===== src/rtl/controlador_interrupciones_pkg.sv =====
// Shared definitions for the interrupt controller: register offsets, CTRL bits,
// timer state encoding and source numbering.
package cpu_defs;

    localparam int unsigned N_EXT     = 7;
    localparam int unsigned N_SRC     = 8;
    localparam int unsigned TIMER_SRC = 7;

    localparam logic [2:0] OFF_PEND   = 3'd0;
    localparam logic [2:0] OFF_MASK   = 3'd1;
    localparam logic [2:0] OFF_RELOAD = 3'd2;
    localparam logic [2:0] OFF_COUNT  = 3'd3;
    localparam logic [2:0] OFF_CTRL   = 3'd4;

    localparam int unsigned CTRL_EN   = 0;
    localparam int unsigned CTRL_AUTO = 1;

    typedef struct packed {
        logic auto_rl;
        logic en;
    } ctrl_t;

    typedef enum logic {
        T_IDLE   = 1'b0,
        T_CUENTA = 1'b1
    } estado_t;

endpackage


===== src/rtl/controlador_interrupciones_temporizador.sv =====
// Countdown timer: RELOAD/COUNT/CTRL registers, IDLE/CUENTA FSM and a registered
// one-cycle disparo pulse that is high during the cycle COUNT==1.
module temporizador
    import cpu_defs::*;
#(
    parameter int unsigned ANCHO = 16
) (
    input  logic             clk,
    input  logic             rst_n,
    input  logic             wr_reload,
    input  logic             wr_ctrl,
    input  logic [ANCHO-1:0] wdata,
    output logic [ANCHO-1:0] reload,
    output logic [ANCHO-1:0] count,
    output ctrl_t            ctrl,
    output logic             disparo
);

    estado_t          estado, estado_n;
    logic [ANCHO-1:0] reload_n, count_n;
    ctrl_t            ctrl_n;
    logic             disparo_n;

    always_ff @(posedge clk or negedge rst_n) begin
        if (!rst_n) begin
            estado  <= T_IDLE;
            reload  <= '0;
            count   <= '0;
            ctrl    <= '0;
            disparo <= 1'b0;
        end else begin
            estado  <= estado_n;
            reload  <= reload_n;
            count   <= count_n;
            ctrl    <= ctrl_n;
            disparo <= disparo_n;
        end
    end

    // Bus writes are folded in first so the FSM reacts at the write edge itself.
    always_comb begin
        estado_n  = estado;
        reload_n  = reload;
        count_n   = count;
        ctrl_n    = ctrl;
        disparo_n = 1'b0;

        if (wr_reload) begin
            reload_n = wdata;
            count_n  = wdata;
        end
        if (wr_ctrl) begin
            ctrl_n.en      = wdata[CTRL_EN];
            ctrl_n.auto_rl = wdata[CTRL_AUTO];
        end

        case (estado)
            T_IDLE: begin
                if (ctrl_n.en && (reload_n != '0)) begin
                    estado_n = T_CUENTA;
                    count_n  = reload_n;
                end
            end
            T_CUENTA: begin
                if (!ctrl_n.en) begin
                    estado_n = T_IDLE;
                end else if (wr_reload) begin
                    if (wdata == '0) estado_n = T_IDLE;
                end else if (count == ANCHO'(1)) begin
                    if (ctrl_n.auto_rl) begin
                        count_n = reload;
                    end else begin
                        count_n   = '0;
                        ctrl_n.en = 1'b0;
                        estado_n  = T_IDLE;
                    end
                end else if (count == '0) begin
                    estado_n = T_IDLE;
                end else begin
                    count_n = count - ANCHO'(1);
                end
            end
            default: estado_n = T_IDLE;
        endcase

        // Look ahead one edge so the pulse lines up with COUNT==1.
        disparo_n = (estado_n == T_CUENTA) && (count_n == ANCHO'(1));
    end

endmodule


===== src/rtl/controlador_interrupciones.sv =====
// Memory-mapped interrupt controller: synchronised edge detection of external
// events plus a timer source, pending/mask registers and the CPU read/write window.
module controlador_interrupciones
    import cpu_defs::*;
#(
    parameter int unsigned     ANCHO    = 16,
    parameter logic [ANCHO-1:0] DIR_BASE = 16'hFF00
) (
    input  logic             clk,
    input  logic             reset,
    input  logic [ANCHO-1:0] direcciones,
    input  logic [ANCHO-1:0] datos_in,
    input  logic             we,
    input  logic             re,
    output logic [ANCHO-1:0] datos_out,
    output logic             sel,
    input  logic [N_EXT-1:0] eventos,
    output logic [N_SRC-1:0] interrupcion
);

    logic [ANCHO-1:0] off;
    logic             wr_en, wr_pend, wr_mask, wr_reload, wr_ctrl;
    logic [N_EXT-1:0] sync1, sync2, prev, rise;
    logic [N_SRC-1:0] pend, pend_n, mask, set_v, clr_v;
    logic [ANCHO-1:0] reload, count;
    ctrl_t            ctrl;
    logic             disparo;

    // Unsigned wrap makes addresses below the base fall outside the window too.
    assign off       = direcciones - DIR_BASE;
    assign sel       = (off < ANCHO'(8));
    assign wr_en     = we && sel;
    assign wr_pend   = wr_en && (off[2:0] == OFF_PEND);
    assign wr_mask   = wr_en && (off[2:0] == OFF_MASK);
    assign wr_reload = wr_en && (off[2:0] == OFF_RELOAD);
    assign wr_ctrl   = wr_en && (off[2:0] == OFF_CTRL);

    temporizador #(.ANCHO(ANCHO)) u_temporizador (
        .clk       (clk),
        .rst_n     (reset),
        .wr_reload (wr_reload),
        .wr_ctrl   (wr_ctrl),
        .wdata     (datos_in),
        .reload    (reload),
        .count     (count),
        .ctrl      (ctrl),
        .disparo   (disparo)
    );

    assign rise = sync2 & ~prev;

    // Set has priority over a write-1-to-clear on the same bit.
    always_comb begin
        set_v            = {1'b0, rise};
        set_v[TIMER_SRC] = disparo;
        clr_v            = wr_pend ? datos_in[N_SRC-1:0] : '0;
        pend_n           = (pend & ~clr_v) | set_v;
    end

    always_ff @(posedge clk or negedge reset) begin
        if (!reset) begin
            sync1        <= '0;
            sync2        <= '0;
            prev         <= '0;
            pend         <= '0;
            mask         <= '0;
            interrupcion <= '0;
        end else begin
            sync1        <= eventos;
            sync2        <= sync1;
            prev         <= sync2;
            pend         <= pend_n;
            if (wr_mask) mask <= datos_in[N_SRC-1:0];
            interrupcion <= pend & mask;
        end
    end

    always_comb begin
        datos_out = '0;
        if (re && sel) begin
            case (off[2:0])
                OFF_PEND:   datos_out = ANCHO'(pend);
                OFF_MASK:   datos_out = ANCHO'(mask);
                OFF_RELOAD: datos_out = reload;
                OFF_COUNT:  datos_out = count;
                OFF_CTRL:   datos_out = ANCHO'(ctrl);
                default:    datos_out = '0;
            endcase
        end
    end

endmodule


===== config.mk =====
export PLATFORM = sky130hd
export DESIGN_NAME = controlador_interrupciones
export DESIGN_NICKNAME = d
export VERILOG_FILES = /design/src/rtl/controlador_interrupciones_pkg.sv /design/src/rtl/controlador_interrupciones_temporizador.sv /design/src/rtl/controlador_interrupciones.sv
export SDC_FILE = /design/constraint.sdc
export NUM_CORES = 1
export LEC_CHECK = 0
export CORE_ASPECT_RATIO = 0.7
export CORE_MARGIN = 1
export CORE_UTILIZATION = 36
export CTS_CLUSTER_SIZE = 20
export DETAILED_ROUTE_END_ITERATION = 12
export GPL_ROUTABILITY_DRIVEN = 0
export PLACE_DENSITY_LB_ADDON = 0.3
export SYNTH_ARGS = -nofsm -noshare
export SYNTH_HDL_FRONTEND = slang
export SYNTH_SLANG_ARGS = --single-unit
export TNS_END_PERCENT = 10

===== constraint.sdc =====
create_clock -name clk -period 7.62 [get_ports clk]
set_clock_uncertainty 0.2 [all_clocks]
set_input_delay 1.143 -clock clk [delete_from_list [all_inputs] [get_ports clk]]
set_output_delay 1.143 -clock clk [all_outputs]
set_load 0.01 [all_outputs]

Word level (Yosys, flattened, before mapping)
Index checks and enable logic that the tools add are counted.
Storage, ports and cells
  register bits after elaboration: 81
  output and inout port bits: 25
  word-level logic and storage cells: 65
Operators by class
  $add $sub $neg: 2
  magnitude comparators: 1
  equal/unequal tests: 6
  mux-type cells: 25
  bitwise logic cells: 7
  reductions and logical operators: 12
Operators with widths (number)
  16-bit 2-to-1 mux: 9
  16-bit one-hot mux with 5 select lines: 1
  16-bit by 1-bit equality test with 1-bit output, second input constant: 2
  16-bit zero test: 2
  16-bit one-hot mux with 2 select lines: 1
  8-bit bitwise AND: 2
  16-bit by 4-bit less-than comparator with 1-bit output, second input constant: 1
  16-bit nonzero test: 1
  16-bit by 1-bit subtractor with 16-bit output, second input constant: 1
  16-bit subtractor, second input constant: 1
  1-bit 2-to-1 mux: 11
  1-bit logical AND: 8
  8-bit 2-to-1 mux: 1
  8-bit NOT: 1
  8-bit OR: 1
  7-bit bitwise AND: 1
  7-bit NOT: 1
  3-bit by 2-bit equality test with 1-bit output, second input constant: 2
  3-bit by 1-bit equality test with 1-bit output, second input constant: 1
  3-bit equality test, second input constant: 1
  3-bit zero test: 1
  2-bit 2-to-1 mux: 1
  1-bit one-hot mux with 2 select lines: 1
  1-bit NOT: 1

Longest topological paths before layout
Gate-level depths: netlist (run 1).
  depth in word-level cells: 12
  mapped depth: 12

Modules after synthesis
A second synthesis (run 1) with hierarchy kept.
Second synthesis, totals
  cell total of the unflattened synthesis: 454
  area total of the unflattened synthesis: 4390.5 um^2
By module, submodules not included
  temporizador: times used 1, cells each 288, area each 2512.4 um^2, seq. area each 900.9 um^2
  controlador_interrupciones: times used 1, cells each 166, area each 1878.1 um^2, seq. area each 1126.1 um^2

Worst setup path before layout (run 1)
OpenSTA, ideal clock, no wires.
  kind: input port to output port
  from: input direcciones[5]
  to: output datos_out[10]
  arrival time: 2906 ps
  required time: 6277 ps
  slack: 3371 ps
  stages on the path: 7
  buffers on the path: 0
  path through: or3_4 > nor4_2 > nand3_1 > or2_2 > inv_1 > nand2_1 > nor2_1
On the way
  cells in the longest elaborated chain, start to end: 4
Ends and longest elaborated chain
  start, declared: RTL line controlador_interrupciones.sv:11  | input logic [ANCHO-1:0] direcciones,
  16-bit subtractor: RTL line controlador_interrupciones.sv:30  | assign off = direcciones - DIR_BASE;
  16-bit by 4-bit less-than comparator with 1-bit output: RTL line controlador_interrupciones.sv:31  | assign sel = (off < ANCHO'(8));
  net sel: RTL line controlador_interrupciones.sv:16  | output logic sel,
  1-bit logical AND: RTL line controlador_interrupciones.sv:80  | if (re && sel) begin
  16-bit 2-to-1 mux: RTL line controlador_interrupciones.sv:80
  end, declared: RTL line controlador_interrupciones.sv:15  | output logic [ANCHO-1:0] datos_out,
The timed path passes the listed nets, and every way through them passes these cells.

Final worst setup path (run 1)
  from: input direcciones[5]
  to: output datos_out[10]
On the way
  cells in the longest elaborated chain, start to end: 4
Ends and longest elaborated chain (RTL line)
  16-bit subtractor: controlador_interrupciones.sv:30
  16-bit by 4-bit less-than comparator with 1-bit output: controlador_interrupciones.sv:31
  1-bit logical AND: controlador_interrupciones.sv:80
  16-bit 2-to-1 mux: controlador_interrupciones.sv:80
Every way passes these cells.

==> results of run 1 <==
-- logic make-up after synthesis --
logic type	after synthesis
AO/OA/AOI/OAI	110
XOR/XNOR	7
adder cells (fa/ha/maj)	3
buffers and inverters	37
flip-flops	81
multiplexers	26
AND/OR/NAND/NOR	211
-- worst register-to-register path: cells and delay by family, from the launching register on --
family,cells,cell delay (ns)
AND/OR/NAND/NOR,4,1.78
AO/OA/AOI/OAI,5,1.49
flip-flops,1,0.53
-- cell usage in the layout, fill, tap and decap left out, types with 4 or more instances in the layout --
| cell type | count |
|---|---|
| and2_1 | 11 |
| a31oi_1 | 5 |
| nand4_1 | 6 |
| mux4_2 | 6 |
| nor3_1 | 16 |
| nor2_1 | 30 |
| nor4_1 | 14 |
| a21o_1 | 5 |
| a32oi_1 | 4 |
| dfrtp_1 | 81 |
| o211ai_1 | 10 |
| inv_1 | 15 |
| nor2b_1 | 6 |
| nand2_1 | 89 |
| a21oi_1 | 20 |
| a211oi_1 | 7 |
| nand3_1 | 10 |
| o31ai_1 | 5 |
| mux2_2 | 8 |
| or4_1 | 4 |
| clkdlybuf4s50_1 | 66 |
| clkbuf_16 | 9 |
| mux2i_1 | 12 |
| o32ai_1 | 4 |
| xor2_1 | 5 |
| o21ai_0 | 21 |
-- area by class of cell --
cell class | instances | area, um^2
repair buffers | 69 | 683
well taps | 157 | 196
multi-input cells | 357 | 2280
clock buffers | 11 | 243
clock inverters | 5 | 62.6
inverters | 16 | 60.1
flip-flops and latches | 81 | 2030
fillers | 1141 | 6340
-- sequential cells by signal, summed over array words and instances (netlist names) --
register and count:
sync2 7, pend 8, u_temporizador.count 16, sync1 7, u_temporizador.ctrl 2, prev 7, mask 8, u_temporizador.reload 16
interrupcion 8, u_temporizador.disparo 1, u_temporizador.estado 1
-- metrics by stage --
step                      hold slack, ns  area [um^2]  total power, mW
after floorplan                    0.131         4460            0.941
after global placement             0.131         5250             1.11
after detailed placement           0.136         5250             1.11
after CTS                          0.149         5550             1.57
after global routing               0.158         5550             1.66
final                              0.144         5550             1.59
-- report_power, final --
group | total, mW | internal, mW | switching, mW
Combinational | 0.550 | 0.222 | 0.328
Clock | 0.451 | 0.265 | 0.185
Sequential | 0.591 | 0.482 | 0.109
Total | 1.59 | 0.969 | 0.623
-- Yosys cell counts (all sizes together) (2+ instances only) --
cell / count / area, um^2
nand2: 89 / 334
dfrtp: 81 / 2030
nor2: 31 / 124
o21ai: 23 / 126
a21oi: 20 / 100
nor4: 17 / 125
inv: 16 / 60.1
nor3: 16 / 80.1
clkbuf: 14 / 52.6
and2: 12 / 75.1
mux2i: 12 / 120
nand3: 10 / 50.1
o211ai: 10 / 75.1
a211oi: 8 / 65.1
mux2: 8 / 90.1
buf: 7 / 41.3
mux4: 6 / 135
nand4: 6 / 37.5
nor2b: 6 / 37.5
a21o: 5 / 37.5
a31oi: 5 / 31.3
o31ai: 5 / 37.5
xor2: 5 / 43.8
a22oi: 4 / 35.0
a32oi: 4 / 35.0
o32ai: 4 / 35.0
or4: 4 / 30.0
and3: 3 / 18.8
ha: 3 / 37.5
nor3b: 3 / 22.5
o221ai: 3 / 26.3
or3: 3 / 23.8
a2111oi: 2 / 36.3
a21boi: 2 / 15.0
a221oi: 2 / 17.5
a22o: 2 / 17.5
a2bb2oi: 2 / 17.5
and4: 2 / 17.5
o2111ai: 2 / 17.5
or2: 2 / 12.5
or3b: 2 / 17.5
xnor2: 2 / 17.5
-- how the worst max path moves through the flow --
| stage | end | cells past startpoint |
|---|---|---|
| 2_1_floorplan | datos_out[10] | 7 |
| 3_3_place_gp | datos_out[8] | 9 |
| 3_5_place_dp | datos_out[11] | 9 |
| 4_1_cts | datos_out[11] | 9 |
| 5_1_grt | datos_out[11] | 9 |
| 6_report | datos_out[10] | 9 |
-- per-layer routing --
| metal | vias to the layer above | GRT usage |
|---|---|---|
| met3 | 28 | 0.0686 |
| met4 | 0 | 0.0833 |
| met2 | 259 | 0.316 |
| met1 | 2013 | 0.315 |
| met5 | - | 0 |
| li1 | 1870 | - |
==> impl_summary.md, run 1 <==
Global route
The via count of the first global-routing pass was 3897. The overall fraction of global-route tracks in use is 0.223. The first global-routing pass estimated 21200 um of wire. The maximum number of pins on one net before global-route repair is 82. Summed over all layers, the global routing overflow is 0. The initial antenna violation count came to 0.

Setup path
The number of buffers and inverters on the critical path is 3. The critical path capture point type is a primary output. The kind of start point of the critical path is an input port. The largest individual stage delay along the critical path comes from the cell clkdlybuf4s50_1.

The worst-case reg-to-reg path depth is 9. The startpoint identified for the worst register-to-register timing path is u_temporizador.count[4]. In this run the worst path has a maximum fanout of 8. The required time reported for the critical path endpoint is 6.28 ns. Among cell families on the critical path, the largest total delay comes from simple AND/OR/NAND/NOR gates. The critical path is of the input port to primary output type.

The terminus of the critical flop-to-flop path is u_temporizador.disparo. Walking the worst path, the cells encountered are clkdlybuf4s50_1 -> or3_4 -> nor4_2 -> nand3_1 -> or2_2 -> inv_1 -> nand2_1 -> nor2_1 -> clkdlybuf4s50_1. For this run, the slowest stage of the critical path takes 0.55 ns. The most critical setup path has its startpoint at direcciones[5]. The most numerous cell type found on the critical path is clkdlybuf4s50_1. Data on the critical path arrives at its endpoint at 3.96 ns.

For flop-to-flop paths, the worst setup slack is 3.55 ns.

Timing
Setup repair after global routing left no endpoint under its margin. The worst path in the final design needs a cycle of 5.30 ns, including I/O delays and setup. The slew at the pin closest to its max-slew limit is 1.01 ns.

The number of slew-limit violations in the final report is 0. The total count of hold-check failures in the final report came to 0. Derived from the worst setup path, the maximum achievable clock frequency is 0.189 GHz. The total negative setup slack is 0 ns. Setup violations remaining at the end of the flow were counted as 0. The post-route worst setup slack is 2.32 ns. The remaining max-slew budget at the tightest pin is 0.328.

The portion of the clock cycle consumed by the worst path in the final layout is 0.696.

Place
The number of port buffers is 67. Including well taps, the total number of placed cells is 680. Detailed placement ended at an HPWL of 9810 um.

At the placement stage, the worst setup path has a slack of 2.30 ns.

Synth
The arithmetic-cell share of the synthesized area counting full adders, half adders and majority gates is 0.00841. The sequential fraction of the synthesis area is 0.454. The number of synthesized flops with an enable pin is 0. A synthesized cell averages 9.40 um^2.

The count of warnings emitted by yosys is 0. Of the total synthesized cell area, the portion taken by AND, OR, NAND and NOR gates is 0.235. The count of unique library cells instantiated by Yosys is 68. After synthesis the cells add up to 4460 um^2. The number of nets in the synthesized netlist is 521.

The post-synthesis register bit count is 81. The combinational family with the most area after synthesis is simple AND/OR/NAND/NOR gates. The number of cells produced by synthesis is 475. Of the total synthesized cell area, the portion taken by XOR and XNOR cells is 0.0137. The leading register cell type out of synthesis is dfrtp_1. The portion of synthesized area spent on multiplexers is 0.0774. The compound-gate portion of the synthesized area was 0.177. The async set-reset flop share out of synthesis is 1.00.

Layout
The layout net count is 580. The synthesis-to-finish area growth is 24.4%. The final cell count without fillers is 696.

Of the cells placed in the final design, the portion with a size suffix greater than 1 is 0.0853. For this run, the share of the core covered by cells in the final layout is 0.467. 0 antenna diodes ended up in the layout.

Routing
In the final routed layout, each cell accounts on average for 19.4 um. The routed wire length on met3 is 1560 um. In this run the top signal layer used is met4.

Wires add up to 13500 um. The number of remaining DRC errors is 0. The pre-antenna-repair detailed-routing pass consisted of 5 iterations. The total vias in the final route is 4170. The via density per instance is 5.99. The routed design uses 5630 um of met2 wire. The remaining number of nets flagged by the antenna check after routing is 0. The routed length on met1 is 6060 um. After the first detailed-routing iteration, the DRC count stood at 435.

Die
The total core area is 11900 um^2. The vertical die dimension is 95.2 um. The count of boundary I/O pins is 68. The number of core rows is 33. The die covers 12900 um^2.

The die extent in x is 135 um. The initial core utilization is 0.375.

Clock tree
Post-CTS repair changed the size of 0 cells. The TritonCTS clock tree is done. At the later pin of the worst-skew pair, clock insertion delay measures 0.35 ns. The clock-pin slew on the worst setup and hold paths is 0.06 ns. The number of clock buffers inserted by TritonCTS is 9. The clock tree buffer depth is 2. The clock drives 81 sinks. CTS placed an instance of clkbuf_16 at the clock tree root.

The H-tree depth is 3. The number of setup buffers added after CTS is 0. Buffers inserted to repair hold after CTS numbered 0.

Pwr
Across the VDD grid, the largest voltage drop is 0.145 mV. For this design the ratio of total power to cell area is 287 nW/um^2. The static leakage power is 2.39 nW.

Hold path
The startpoint identified for the worst hold timing path is sync1[2]. The worst hold path was traced through 0 stages. The class of the worst hold path is register to register.

The path with the worst hold slack has its endpoint at sync2[2].

Job
Max-cap violations in this run came to 0.

Outcome
The run finished with clean final reports.
Note: power is estimated with default switching activity, not from simulation.
==> inputs of run 2 (changes only) <==
- clock period: 7.62 -> 4.73 ns (I/O delays scaled with it)
==> impl_summary.md, run 2 (synthesis gave the netlist of run 1 again) <==
Global route
The first global-routing pass estimated 22300 um of wire. For this run, the total global-route usage over all layers was measured as 0.232. The residual overflow from global routing is 0.

The initial antenna violation count was 0. The via count of the first global-routing pass was 4045. The maximum number of pins on one net before global-route repair is 82.

Hold path
The class of the worst hold path is register to register. The hold-critical path depth is 0. In this run the most critical hold path is launched from sync1[1]. The endpoint of the worst hold path is sync2[1].

Clock tree
The clock insertion delay at the later pin of the skew report is 0.34 ns. The H-tree was split into 3 levels. The clock-pin slew on the worst setup and hold paths is 0.06 ns. Clock tree synthesis inserted a total of 9 buffers.

After clock tree synthesis, the flow added hold-fix buffers numbering 0. The cell chosen for the clock root is clkbuf_16. In this run the deepest clock path goes through 2 buffers. TritonCTS built the clock tree. Buffers added to address setup during post-CTS repair amount to 0. For this design, the sink count on the clock tree is 81. After clock tree synthesis, the repair step resized 0 gates.

Die
The die extent in x is 135 um. The floorplan step defined a core boundary enclosing 11900 um^2. The floorplan step defined a die boundary enclosing 12900 um^2. 68 I/O pins were placed.

From bottom edge to top edge, the die measures 95.2 um. The initial core utilization is 0.375. The number of core rows is 33.

Timing
Dividing the final minimum period by the clock period gives 0.904. Headroom to the max-slew limit came out at 0.302. Setup repair after global routing left no endpoint under its margin.

Setup violations remaining at the end of the flow were counted as 0. The slew at the pin closest to its max-slew limit is 1.04 ns. For the finished layout, the period the worst path requires is 4.28 ns. The number of slew-limit violations in the final report is 0. The total negative setup slack is 0 ns. The post-route worst setup slack is 0.455 ns. The total count of hold-check failures in the final report came to 0. The highest clock rate is 0.234 GHz.

Layout
The library cell used most frequently in the layout, excluding fill and tap cells, is nand2_1. The share of layout cells above drive strength 1 is 0.102. Relative to the synthesized area, the layout overhead comes to 26.4%.

The repair_antennas step left the layout with diodes totalling 0. The share of the core filled with cells is 0.474. The library cells used most frequently in the layout, excluding fill and tap cells, are nand2_1 (89), dfrtp_1 (81), clkdlybuf4s50_1 (66), nor2_1 (30), o21ai_0 (21). The layout net count is 591.

In the final layout, the registers with the most flip-flops are u_temporizador.count: 16 flops, u_temporizador.reload: 16 flops.

Routing
The total wire length after detailed routing is 13900 um. The number of remaining DRC errors is 0. In the routed layout, each cell is associated on average with a via count of 6.00. The number of optimization iterations in the first detailed-route pass is 5. For this block, the via count after detailed routing is 4230. The detailed router finished its first iteration with 555 violations. After detailed routing, the average wire length per cell comes to 19.8 um. The remaining number of nets flagged by the antenna check after routing is 0.

Setup path
The logic depth of the worst setup path including buffers is 9. The most frequent cell on the critical path is clkdlybuf4s50_1. The number of cells on the worst reg-to-reg path is 9.

Counting both buffers and inverters, the worst setup path holds a total of 3. The startpoint identified for the worst register-to-register timing path is u_temporizador.count[0]. The critical path goes through clkdlybuf4s50_1 -> or3_4 -> nor4_2 -> nand3_1 -> or2_2 -> inv_1 -> nand2_1 -> nor2_1 -> clkdlybuf4s50_1. Data arrives at the worst endpoint at 3.37 ns. The worst-case register-to-register setup slack is 0.93 ns. The largest single stage delay on the critical path is 0.54 ns.

STA classifies the critical path endpoint as a primary output. The cell at the slowest stage of the critical path is clkdlybuf4s50_1. The kind of start point of the critical path is an input port. The biggest fanout along the worst timing path is 8. The terminus of the critical flop-to-flop path is u_temporizador.disparo.

By startpoint and endpoint, the worst setup path is classified as input port to primary output. The top cell family by delay on the critical path is simple AND/OR/NAND/NOR gates. The required time reported for the critical path endpoint is 3.82 ns.

Job
The tool flagged a number of max-cap violations equal to 0.

Pwr
Power spread over the standard cell area amounts to 460 nW/um^2. Across the VDD grid, the largest voltage drop is 0.227 mV. In this run the static leakage power is 2.45 nW.

Outcome
The run finished with clean final reports.

Place
The HPWL after detailed placement is 10300 um. At the placement stage, the worst setup path has a slack of 0.430 ns. The count of buffers added on input and output ports is 67.
## run 2: cell count changes in the layout (fill, tap and decap cells not counted)
cell        previous run  this run
bufinv_16              1         2
clkinv_4               0         2
clkinvlp_4             2         0
clkbuf_1               1         0
clkbuf_8               1         0
clkinv_2               0         1
buf_4                  3        14
inv_6                  2         0
## run 2: how the worst max path moves through the flow
stage | start | endpoint | slack [ns]
after floorplan | direcciones[5] | datos_out[10] | 1.35
after global placement | direcciones[5] | datos_out[11] | 0.43
after detailed placement | direcciones[5] | datos_out[9] | 0.43
after CTS | direcciones[5] | datos_out[9] | 0.44
after global routing | direcciones[4] | datos_out[9] | 0.25
final | direcciones[5] | datos_out[13] | 0.45
## run 2: metal layers
metal	vias up	share of wire	track usage	routed length, um
met4	0	0.016	0.0702	221
met5	-	0	0	0
met1	2038	0.44	0.334	6120
met2	278	0.42	0.329	5820
met3	25	0.13	0.0744	1770
li1	1889	-	-	-
## run 2: worst register-to-register path, cell delays in order (launching register included)
cell and delay (ns):
dfrtp_1 0.57, inv_1 0.13, ha_1 0.24, o21ai_0 0.82
o211ai_1 0.46, o32ai_1 0.27, nor3_1 0.08, a221o_1 0.29
nor4_1 0.42, and4_1 0.25
## run 2: area by class of cell
cell class / instances / area (um^2)
Inverter: 16 / 60.1
Clock buffer: 9 / 225
Fill cell: 1114 / 6250
Tap cell: 157 / 196
Clock inverter: 5 / 82.6
Multi-Input combinational cell: 357 / 2280
Timing Repair Buffer: 80 / 766
Sequential cell: 81 / 2030
## run 2: stage by stage
stage                     area, um^2  hold WS [ns]  total power [mW]  cells
after floorplan                 4460         0.131              1.52    475
after CTS                       5640         0.148              2.56    705
after detailed placement        5330         0.135              1.82    691
after global routing            5640         0.160              2.71    705
final                           5640         0.146              2.60    705
after global placement          5330         0.132              1.81    691
## run 2: power by group
part | total, mW | internal, mW | switching (mW)
Combinational | 0.905 | 0.374 | 0.531
Clock | 0.739 | 0.457 | 0.282
Sequential | 0.951 | 0.777 | 0.175
Total | 2.60 | 1.61 | 0.988
==> inputs of run 3 (changes only) <==
- clock period: 4.73 -> 4.35 ns (I/O delays scaled with it)
==> impl_summary.md, run 3 (synthesis gave the netlist of run 1 again) <==
Setup path
The startpoint of the lowest-slack register-to-register path is u_temporizador.count[4]. In this run the worst setup path begins at direcciones[5]. The kind of start point of the critical path is an input port. The path type of the worst setup path is input port to register. The kind of cell with the highest combined delay along the critical path is simple AND/OR/NAND/NOR gates. The signal on the critical path passes through clkdlybuf4s50_1 -> or3_4 -> or4_1 -> o21ai_1 -> and2_1 -> inv_2 -> nand3_1 -> a21boi_0 -> o211ai_1 -> nor4_1 -> and4_1. On the worst path, the slowest cell contributes a delay of 0.65 ns.

The required time reported for the critical path endpoint is 4.43 ns. The number of buffers and inverters on the critical path is 2. The biggest fanout along the worst timing path is 8. The critical path capture point type is a register. The data arrival time of the critical path is 4.18 ns. The slowest stage of the critical path is the or4_1 cell.

Pwr
The part of the total power dissipated in sequential elements is 0.363. The power per standard cell area is 496 nW/um^2. For this design the total switching power over the nets is 1.11 mW. Of the total power, the clock network draws 0.270. The switching share of power is 0.387. Of the total power, combinational logic draws 0.367. The static leakage power is 2.53 nW. Cell internal power was estimated by the tool at 1.75 mW. The maximum vdd drop is 0.242 mV.

Routing
The highest signal layer in the routed design is met4. In the routed layout, each cell is associated on average with a via count of 6.05. The total wire length after detailed routing is 14300 um.

The detailed router put a total of 6200 um of wire on met1. In the routed design, unresolved DRC markers number 0. The remaining number of nets flagged by the antenna check after routing is 0. The first TritonRoute pass finished after 6 iterations. After the first detailed-routing iteration, the DRC count stood at 458.

The routed design uses 6100 um of met2 wire. Across all layers, the routed design uses 4366 vias. Summed over all nets, wire length on met3 after detailed routing comes to 1650 um. Dividing the detail-routed wire length by the instance count gives 19.8 um.

Global route
The initial antenna violation count came to 0. Entering global routing, the biggest net connects 82 pins. The residual overflow from global routing is 0. The via count of the first global-routing pass is 4283. The overall fraction of global-route tracks in use is 0.241. The first global-routing pass estimated 23100 um of wire.

Layout
With fillers left out, the area of the finished cells amounts to 5770 um^2. The final layout contains 606 nets. Leaving out fill and tap cells, the most frequent cell in the layout is nand2_1. The fill cell instance count of the final layout is 1101.

The share of layout cells above drive strength 1 is 0.131. Leaving out fill and tap cells, the most frequent cells in the layout are nand2_1 (88), dfrtp_1 (81), clkdlybuf4s50_1 (66), nor2_1 (30), buf_4 (28). The area growth from synthesis to layout is 29.3%.

The largest registers in the layout are u_temporizador.count: 16 flops, u_temporizador.reload: 16 flops. The repair_antennas step left the layout with diodes totalling 0.

Timing
In the finished design, the share of the clock period the worst path needs comes to 0.943. Setup repair after global routing left no endpoint under its margin. Headroom to the max-slew limit came out at 0.327. The number of slew-limit violations in the final report is 0.

Hold timing on the final database bottoms out at a slack of 0.145 ns. The total count of hold-check failures in the final report is 0. The post-route minimum period is 4.10 ns. The highest clock rate is 0.244 GHz. At the pin with the least slew margin, the transition time is 1.01 ns.

Setup violations remaining at the end of the flow were counted as 0.

Hold path
The launch instance of the worst min-delay path is sync1[5]. The class of the worst hold path is register to register.

Place
During placement, the flow inserted port buffers numbering 67. After detailed placement, the total cell area comes to 5460 um^2. The estimated wirelength of the detail-placed design is 10700 um.

Die
The vertical die dimension is 95.2 um. The initial core utilization is 0.375. The total die area is 12900 um^2. After floorplanning, the core was sized to cover 11900 um^2. From left edge to right edge, the die measures 135 um. In this run the count of I/O pins placed on the die edge is 68. Row generation in the floorplan step produced 33 rows.

Job
Across the run, the number of max-cap violations was 0.

Clock tree
The clock-pin slew on the worst setup and hold paths is 0.06 ns. The number of clock buffers inserted by TritonCTS is 9. The clock insertion delay at the later pin of the skew report is 0.35 ns. The longest clock path from root to sink contains 2 buffers.

TritonCTS built the clock tree. The sink count of the clock tree is 81. The tree is rooted in a clkbuf_16. The H-tree was split into 3 levels.

Outcome
The flow ran to the end, and the final reports show no timing, DRC or antenna violations.
[run 3: layer usage]
metal	GRT usage	vias to the layer above
met5	0	-
met2	0.357	294
li1	-	1926
met1	0.331	2106
met3	0.0771	40
met4	0.0833	0
[run 3: power by group through the flow]
stage / clock network [mW] / registers [mW] / logic (mW)
after floorplan: 0 / 0.923 / 0.726
after global placement: 0 / 1.04 / 0.997
after detailed placement: 0 / 1.04 / 1.01
after CTS: 0.792 / 1.03 / 1.01
after global routing: 0.823 / 1.05 / 1.11
final: 0.774 / 1.04 / 1.05
[run 3: layout make-up]
cell class	instances	area, um^2	share of cell area
inverter	16	60.1	0.0104
tap	157	196	0.0340
clock inverter	7	76.3	0.0132
multi-input combinational	357	2290	0.398
timing repair buffer	95	891	0.154
sequential	81	2030	0.351
clock buffer	9	225	0.0390
[run 3: worst register-to-register path, cell delays in order, from the launching register on]
cell and delay [ns]:
dfrtp_1 0.52, nor4_1 0.56, nand4_1 0.26, nor3b_1 0.48
a21oi_1 0.20, nor2_1 0.30, a221oi_1 0.13, a311oi_1 0.68
nor4bb_1 0.13, and4_1 0.22
[run 3: what timing repair did]
item	4_1_cts	5_1_grt
gates resized for setup	0	2
hold buffers	0	0
buffers inserted	0	0
setup endpoints to repair	0	8
[run 3: metrics by stage]
stage	setup TNS (ns)	cells	worst slack [ns]	power (mW)	util
floorplan	0	475	1.04	1.65	-
global placement	-0.00184	706	-0.00184	2.04	0.459
detailed placement	0	706	0.0284	2.05	0.459
CTS	0	722	0.0797	2.83	0.484
global route	0	722	0.126	2.99	0.485
finish	0	722	0.248	2.86	0.485
[run 3: path summary, 6_finish.rpt]
path                       depth (start not counted)  slack [ns]                        to
setup reg to reg                                   9        0.55    u_temporizador.disparo
hold reg to reg                                    0        0.14                  sync2[5]
setup / recovery                                  11        0.25    u_temporizador.disparo
max in group asynchronous                          1        3.01  u_temporizador.count[14]
min in group asynchronous                          1        0.26           interrupcion[5]
hold / removal                                     0        0.14                  sync2[5]
